===== src/rtl/slide.sv =====
// Slide/duck vertical motion for the runner sprite; outputs are registered and change one clk after a qualifying tick.
// No backpressure: motion advances only on tick. Define SLIDE_CANCEL_EN to let 'up' abort DUCK/HOLD straight into RISE.
module slide #(
    parameter int WIDTH      = 12,
    parameter int GROUND_TOP = 40,
    parameter int SLIDE_TOP  = 70,
    parameter int FULL_H     = 60,
    parameter int STEP       = 10,
    parameter int HOLD_TICKS = 30,
    parameter int COOL_TICKS = 8
) (
    input  logic             clk,
    input  logic             rst_n,
    input  logic             tick,
    input  logic             down,
    input  logic             airborne,
    input  logic             up,
    output logic [WIDTH-1:0] top_y,
    output logic [WIDTH-1:0] height,
    output logic             sliding,
    output logic             busy
);

    localparam int MAXT = (HOLD_TICKS > COOL_TICKS) ? HOLD_TICKS : COOL_TICKS;
    localparam int CW   = (MAXT > 1) ? $clog2(MAXT) : 1;

    localparam logic [WIDTH:0]   C_STEP   = (WIDTH+1)'(STEP);
    localparam logic [WIDTH:0]   C_SLIDE  = (WIDTH+1)'(SLIDE_TOP);
    localparam logic [WIDTH:0]   C_GROUND = (WIDTH+1)'(GROUND_TOP);
    localparam logic [WIDTH-1:0] Y_GROUND = WIDTH'(GROUND_TOP);
    localparam logic [WIDTH-1:0] Y_SLIDE  = WIDTH'(SLIDE_TOP);

    typedef enum logic [2:0] {
        S_IDLE = 3'd0,
        S_DUCK = 3'd1,
        S_HOLD = 3'd2,
        S_RISE = 3'd3,
        S_COOL = 3'd4
    } state_t;

    state_t           r_state;
    logic [CW-1:0]    r_cnt;
    logic [WIDTH-1:0] r_top_y;
    logic [WIDTH-1:0] r_height;
    logic             r_sliding;
    logic             r_busy;

    logic [WIDTH:0]   w_duck_sum;
    logic [WIDTH-1:0] w_duck_y;
    logic [WIDTH-1:0] w_rise_y;
    logic             w_cancel;

`ifdef SLIDE_CANCEL_EN
    assign w_cancel = up;
`else
    logic w_unused_up;
    assign w_unused_up = up;
    assign w_cancel    = 1'b0;
`endif

    // One extra bit so a large STEP near the top of the range saturates instead of wrapping.
    assign w_duck_sum = {1'b0, r_top_y} + C_STEP;
    assign w_duck_y   = (w_duck_sum >= C_SLIDE) ? Y_SLIDE : w_duck_sum[WIDTH-1:0];
    assign w_rise_y   = ({1'b0, r_top_y} < (C_GROUND + C_STEP)) ? Y_GROUND
                                                                 : (r_top_y - WIDTH'(STEP));

    function automatic logic [WIDTH-1:0] f_height(input logic [WIDTH-1:0] y);
        return WIDTH'(FULL_H) - (y - Y_GROUND);
    endfunction

    always_ff @(posedge clk) begin
        if (!rst_n) begin
            r_state   <= S_IDLE;
            r_cnt     <= '0;
            r_top_y   <= Y_GROUND;
            r_height  <= WIDTH'(FULL_H);
            r_sliding <= 1'b0;
            r_busy    <= 1'b0;
        end else begin
            case (r_state)
                S_IDLE: begin
                    if (tick && down && !airborne) begin
                        r_state   <= S_DUCK;
                        r_sliding <= 1'b1;
                        r_busy    <= 1'b1;
                    end
                end
                S_DUCK: begin
                    if (tick) begin
                        if (w_cancel) begin
                            r_state <= S_RISE;
                        end else begin
                            r_top_y  <= w_duck_y;
                            r_height <= f_height(w_duck_y);
                            if (w_duck_y == Y_SLIDE) begin
                                r_state <= S_HOLD;
                                r_cnt   <= CW'(HOLD_TICKS - 1);
                            end
                        end
                    end
                end
                S_HOLD: begin
                    if (tick) begin
                        if (w_cancel || r_cnt == '0) begin
                            r_state <= S_RISE;
                        end else begin
                            r_cnt <= r_cnt - CW'(1);
                        end
                    end
                end
                S_RISE: begin
                    if (tick) begin
                        r_top_y  <= w_rise_y;
                        r_height <= f_height(w_rise_y);
                        if (w_rise_y == Y_GROUND) begin
                            r_sliding <= 1'b0;
                            if (COOL_TICKS == 0) begin
                                r_state <= S_IDLE;
                                r_busy  <= 1'b0;
                            end else begin
                                r_state <= S_COOL;
                                r_cnt   <= CW'(COOL_TICKS - 1);
                            end
                        end
                    end
                end
                S_COOL: begin
                    if (tick) begin
                        if (r_cnt == '0) begin
                            r_state <= S_IDLE;
                            r_busy  <= 1'b0;
                        end else begin
                            r_cnt <= r_cnt - CW'(1);
                        end
                    end
                end
                default: begin
                    r_state   <= S_IDLE;
                    r_cnt     <= '0;
                    r_top_y   <= Y_GROUND;
                    r_height  <= WIDTH'(FULL_H);
                    r_sliding <= 1'b0;
                    r_busy    <= 1'b0;
                end
            endcase
        end
    end

    assign top_y   = r_top_y;
    assign height  = r_height;
    assign sliding = r_sliding;
    assign busy    = r_busy;

endmodule


===== config.mk =====
export PLATFORM = sky130hd
export DESIGN_NAME = slide
export DESIGN_NICKNAME = d
export VERILOG_FILES = /design/src/rtl/slide.sv
export SDC_FILE = /design/constraint.sdc
export NUM_CORES = 1
export LEC_CHECK = 0
export ABC_AREA = 1
export CORE_UTILIZATION = 45
export DETAILED_ROUTE_END_ITERATION = 6
export GPL_ROUTABILITY_DRIVEN = 0
export GPL_TIMING_DRIVEN = 0
export PLACE_DENSITY_LB_ADDON = 0.3
export REMOVE_ABC_BUFFERS = 1
export SLEW_MARGIN = 30
export SYNTH_ARGS = -nofsm -noshare
export SYNTH_HDL_FRONTEND = slang
export SYNTH_SLANG_ARGS = --single-unit

===== constraint.sdc =====
create_clock -name clk -period 2.3 [get_ports clk]
set_input_delay 0.46 -clock clk [delete_from_list [all_inputs] [get_ports clk]]
set_output_delay 0.46 -clock clk [all_outputs]
set_load 0.01 [all_outputs]

==> impl_results.md <==
* Status: complete, but fails checks
* Failing checks: negative setup slack
* Worst Path Arrival at 2.53 ns
* Port Buf Inserts at 30
* Worst slew pin tran at 0.7966 ns
* Slowest cell on crit path: dfxtp_4
* Post-synthesis sequential area ratio at 0.2524
* Crit path buf inv count at 3
* Largest delay contributor family on the critical path: simple AND/OR/NAND/NOR gates
* CP most frequent cell: nand2_2
* Post-Syn Instances at 427
* DIE WIDTH at 78.27 um
* Fin crit share at 1.009
* Initial Utilization at 0.4724
* Critical path launch point: top_y[2]
* First-pass GRT wire length at 12,820 um
* Relative slew slack at 0.4684
* Reg-to-reg critical path startpoint: top_y[2]
* Reg2Reg Depth at 18
* Top cells by area, synth: dfxtp_1 25%, nand2_1 16%, nand3_1 9.4%
* CTS Hold Buffers Added at 0
* Critical path data required time at 2.51 ns
* Filler Cells Inserted at 484
* Post-Route WL at 8319 um
* IO Count at 32
* GRT Resource Usage Total at 0.2610
* Die height at 78.27 um
* Final setup viols at 7
* Largest net degree at the start of global routing at 20
* Cells along the critical path: ha_4, inv_2, nand2_4, nand2_2, nand2_2, nand2_2, nand2_2, nand4_1, nor2_4, inv_2, nor2_4, inv_2, ha_4, nand3_4, nand2_8, nand2_4, nand2_1, a21oi_2
* Final Max Tran Viols at 0
* Setup crit end kind: flop
* Sink Count at 33
* Routed Antenna Nets at 0
* Initial antenna violation count at 0
* Hold Violations, Final at 0
* Root Driver: clkbuf_8
* Post-Syn Area at 2618 um2
* Hold_ws at 0.4592 ns
* Std-Cell Rows at 27
* Htree depth at 2
* R2R setup slack at -0.02 ns
* Clock Skew at 0.01127 ns
* Max-Cap Viols at 0
* Max VDD drop at 0.0005965 V
* Yosys top cell by area: dfxtp_1
* Power Density at 817.7 nW/um2
* Congestion Overflow GR at 0
* Most frequent cells in the layout: 92 x nand2_1, 43 x inv_1, 41 x nand3_1, 36 x buf_4
* Share of cells above drive strength 1 at 0.2984
* Area delta synth->final at 42.45%
* Bufs on Longest Clock Path at 2
* Final TNS setup at -0.06125 ns
* CTS tree: built
* RSZ-0062 raised after global routing: true
* # DRC at 0
* FF-to-FF End: r_state[2]
* Total CTS buffers at 5
* Synthesized area per cell at 6.130 um2
* Routed len/inst at 14.65 um
* Worst setup path end: r_state[2]
* Static leakage at 1.575 nW
* Clk Latency, worst-skew pair at 0.30 ns
* Antenna Cells at 0
* Final Critical Period at 2.320 ns
* Final Worst Setup Slack at -0.01993 ns
* Hpwl dp at 5015 um
* Initial DRC Count at 266
* Cell variety after synth at 38
* Via density at 5.544
* Kind of critical path: reg -> reg
* Critical path launch point type: flop
* Commonest non-fill, non-tap cell in the layout: nand2_1
* Vias after detailed routing at 3,149
* DRT Pass-1 Iters at 5
* Max incr delay on CP at 0.40 ns
* Fin nets at 508
* Die area at 6125 um2
* Crit-path max FO at 5
* Core footprint at 5540 um2
* Post-synth top area share at 0.2524
* Cell count along the critical path at 18
* Reg clk slew, reported paths at 0.08 ns
* Number of synthesis warnings at 0
* Number of global-route vias before repair at 2,690
* HP Class: reg -> reg
* Max Clock Freq at 431.0 MHz
* Synthesized flop and latch total at 33
==> worst min-delay path by stage <==
stage | start | end | cells after the start
3_3_place_gp | sliding | sliding | 2
2_1_floorplan | r_cnt[1] | r_cnt[1] | 2
6_report | sliding | sliding | 2
5_1_grt | r_cnt[1] | r_cnt[1] | 2
4_1_cts | sliding | sliding | 2
3_5_place_dp | sliding | sliding | 2
==> logic make-up (layout without fill, tap and decap cells) <==
kind of cell    count (synthesis)  in the layout  synth area share
compound gates                 91             91            0.2003
buf+inv                        72            139            0.1128
simple gates                  222            224            0.3944
fa+ha+maj                       7              7           0.03346
flops                          33             33            0.2524
xor+xnor                        2              2          0.006693
==> flip-flops by register name, indices dropped and copies added (netlist names) <==
| name | count |
|---|---|
| busy | 1 |
| r_state | 3 |
| sliding | 1 |
| top_y | 12 |
| r_cnt | 5 |
| height | 11 |
==> stage by stage <==
stage	setup slack (ns)	utilization	power, mW	instance area, um2	cells
floorplan	-0.2533	-	1.656	2549	414
finish	-0.01993	0.6730	3.049	3729	568
CTS	0.005830	0.5856	2.626	3244	540
detailed placement	-0.7174	0.5350	2.024	2964	517
global placement	-1.533	0.5305	1.972	2939	516
global route	-0.1786	0.6730	3.242	3729	568
==> final cells by class <==
| type | instances | area (um2) | share of cell area |
|---|---|---|---|
| repair buffers | 72 | 650.6 | 0.1745 |
| multi-input cells | 324 | 1967 | 0.5275 |
| clock buffers | 8 | 80.08 | 0.02148 |
| inverters | 59 | 249.0 | 0.06678 |
| flip-flops and latches | 33 | 691.9 | 0.1856 |
| well taps | 72 | 90.09 | 0.02416 |
==> tightest hold or removal path: cells and delay by family (launching register included) <==
kind	cells	cell delay [ns]
AOI/OAI and AO/OA	1	0.05
DFF	1	0.31
and+or+nand+nor	1	0.05
==> power by group <==
| group | internal, mW | switching [mW] | total (mW) |
|---|---|---|---|
| Clock | 0.215 | 0.217 | 0.432 |
| Combinational | 0.762 | 1.14 | 1.90 |
| Sequential | 0.642 | 0.0743 | 0.716 |
==> Yosys cell counts <==
| master | number |
|---|---|
| nor2_1 | 30 |
| nand3b_1 | 1 |
| inv_1 | 52 |
| a21oi_4 | 1 |
| a221oi_1 | 1 |
| ha_1 | 7 |
| nand4_1 | 5 |
| nand2_2 | 6 |
| xnor2_1 | 1 |
| nand3_1 | 49 |
| o21ai_0 | 33 |
| a21oi_1 | 32 |
| inv_2 | 5 |
| nor2_4 | 1 |
| xor2_1 | 1 |
| o21ai_2 | 2 |
| buf_4 | 1 |
| o21ai_1 | 3 |
| nor2_2 | 9 |
| clkbuf_1 | 9 |
| buf_2 | 1 |
| inv_4 | 2 |
| buf_6 | 2 |
| nor3_1 | 2 |
| a2111oi_0 | 1 |
| o311ai_0 | 1 |
| o221ai_1 | 1 |
| dfxtp_1 | 33 |
| o211ai_1 | 6 |
| nand3_2 | 4 |
| nand2_4 | 4 |
| or2_2 | 1 |
| nand2_1 | 109 |
| o22ai_1 | 1 |
| nand3b_4 | 1 |
| a211oi_1 | 2 |
| a21oi_2 | 2 |
| a31oi_1 | 5 |
==> per-layer routing <==
metal,vias up,part of all wire,track usage
li1,1547,-,-
met1,1480,0.43,0.3433
met2,110,0.50,0.4439
met3,12,0.049,0.03023
met4,0,0.014,0.08148
met5,-,0,0
==> what timing repair did <==
action / CTS / global route
endpoints found under the setup margin: 24 / 18
buffers inserted: 13 / 28
cloned: 2 / 0
pin swaps: 11 / 32
gates resized for setup: 29 / 75
Power figures use the tool's default switching activity.
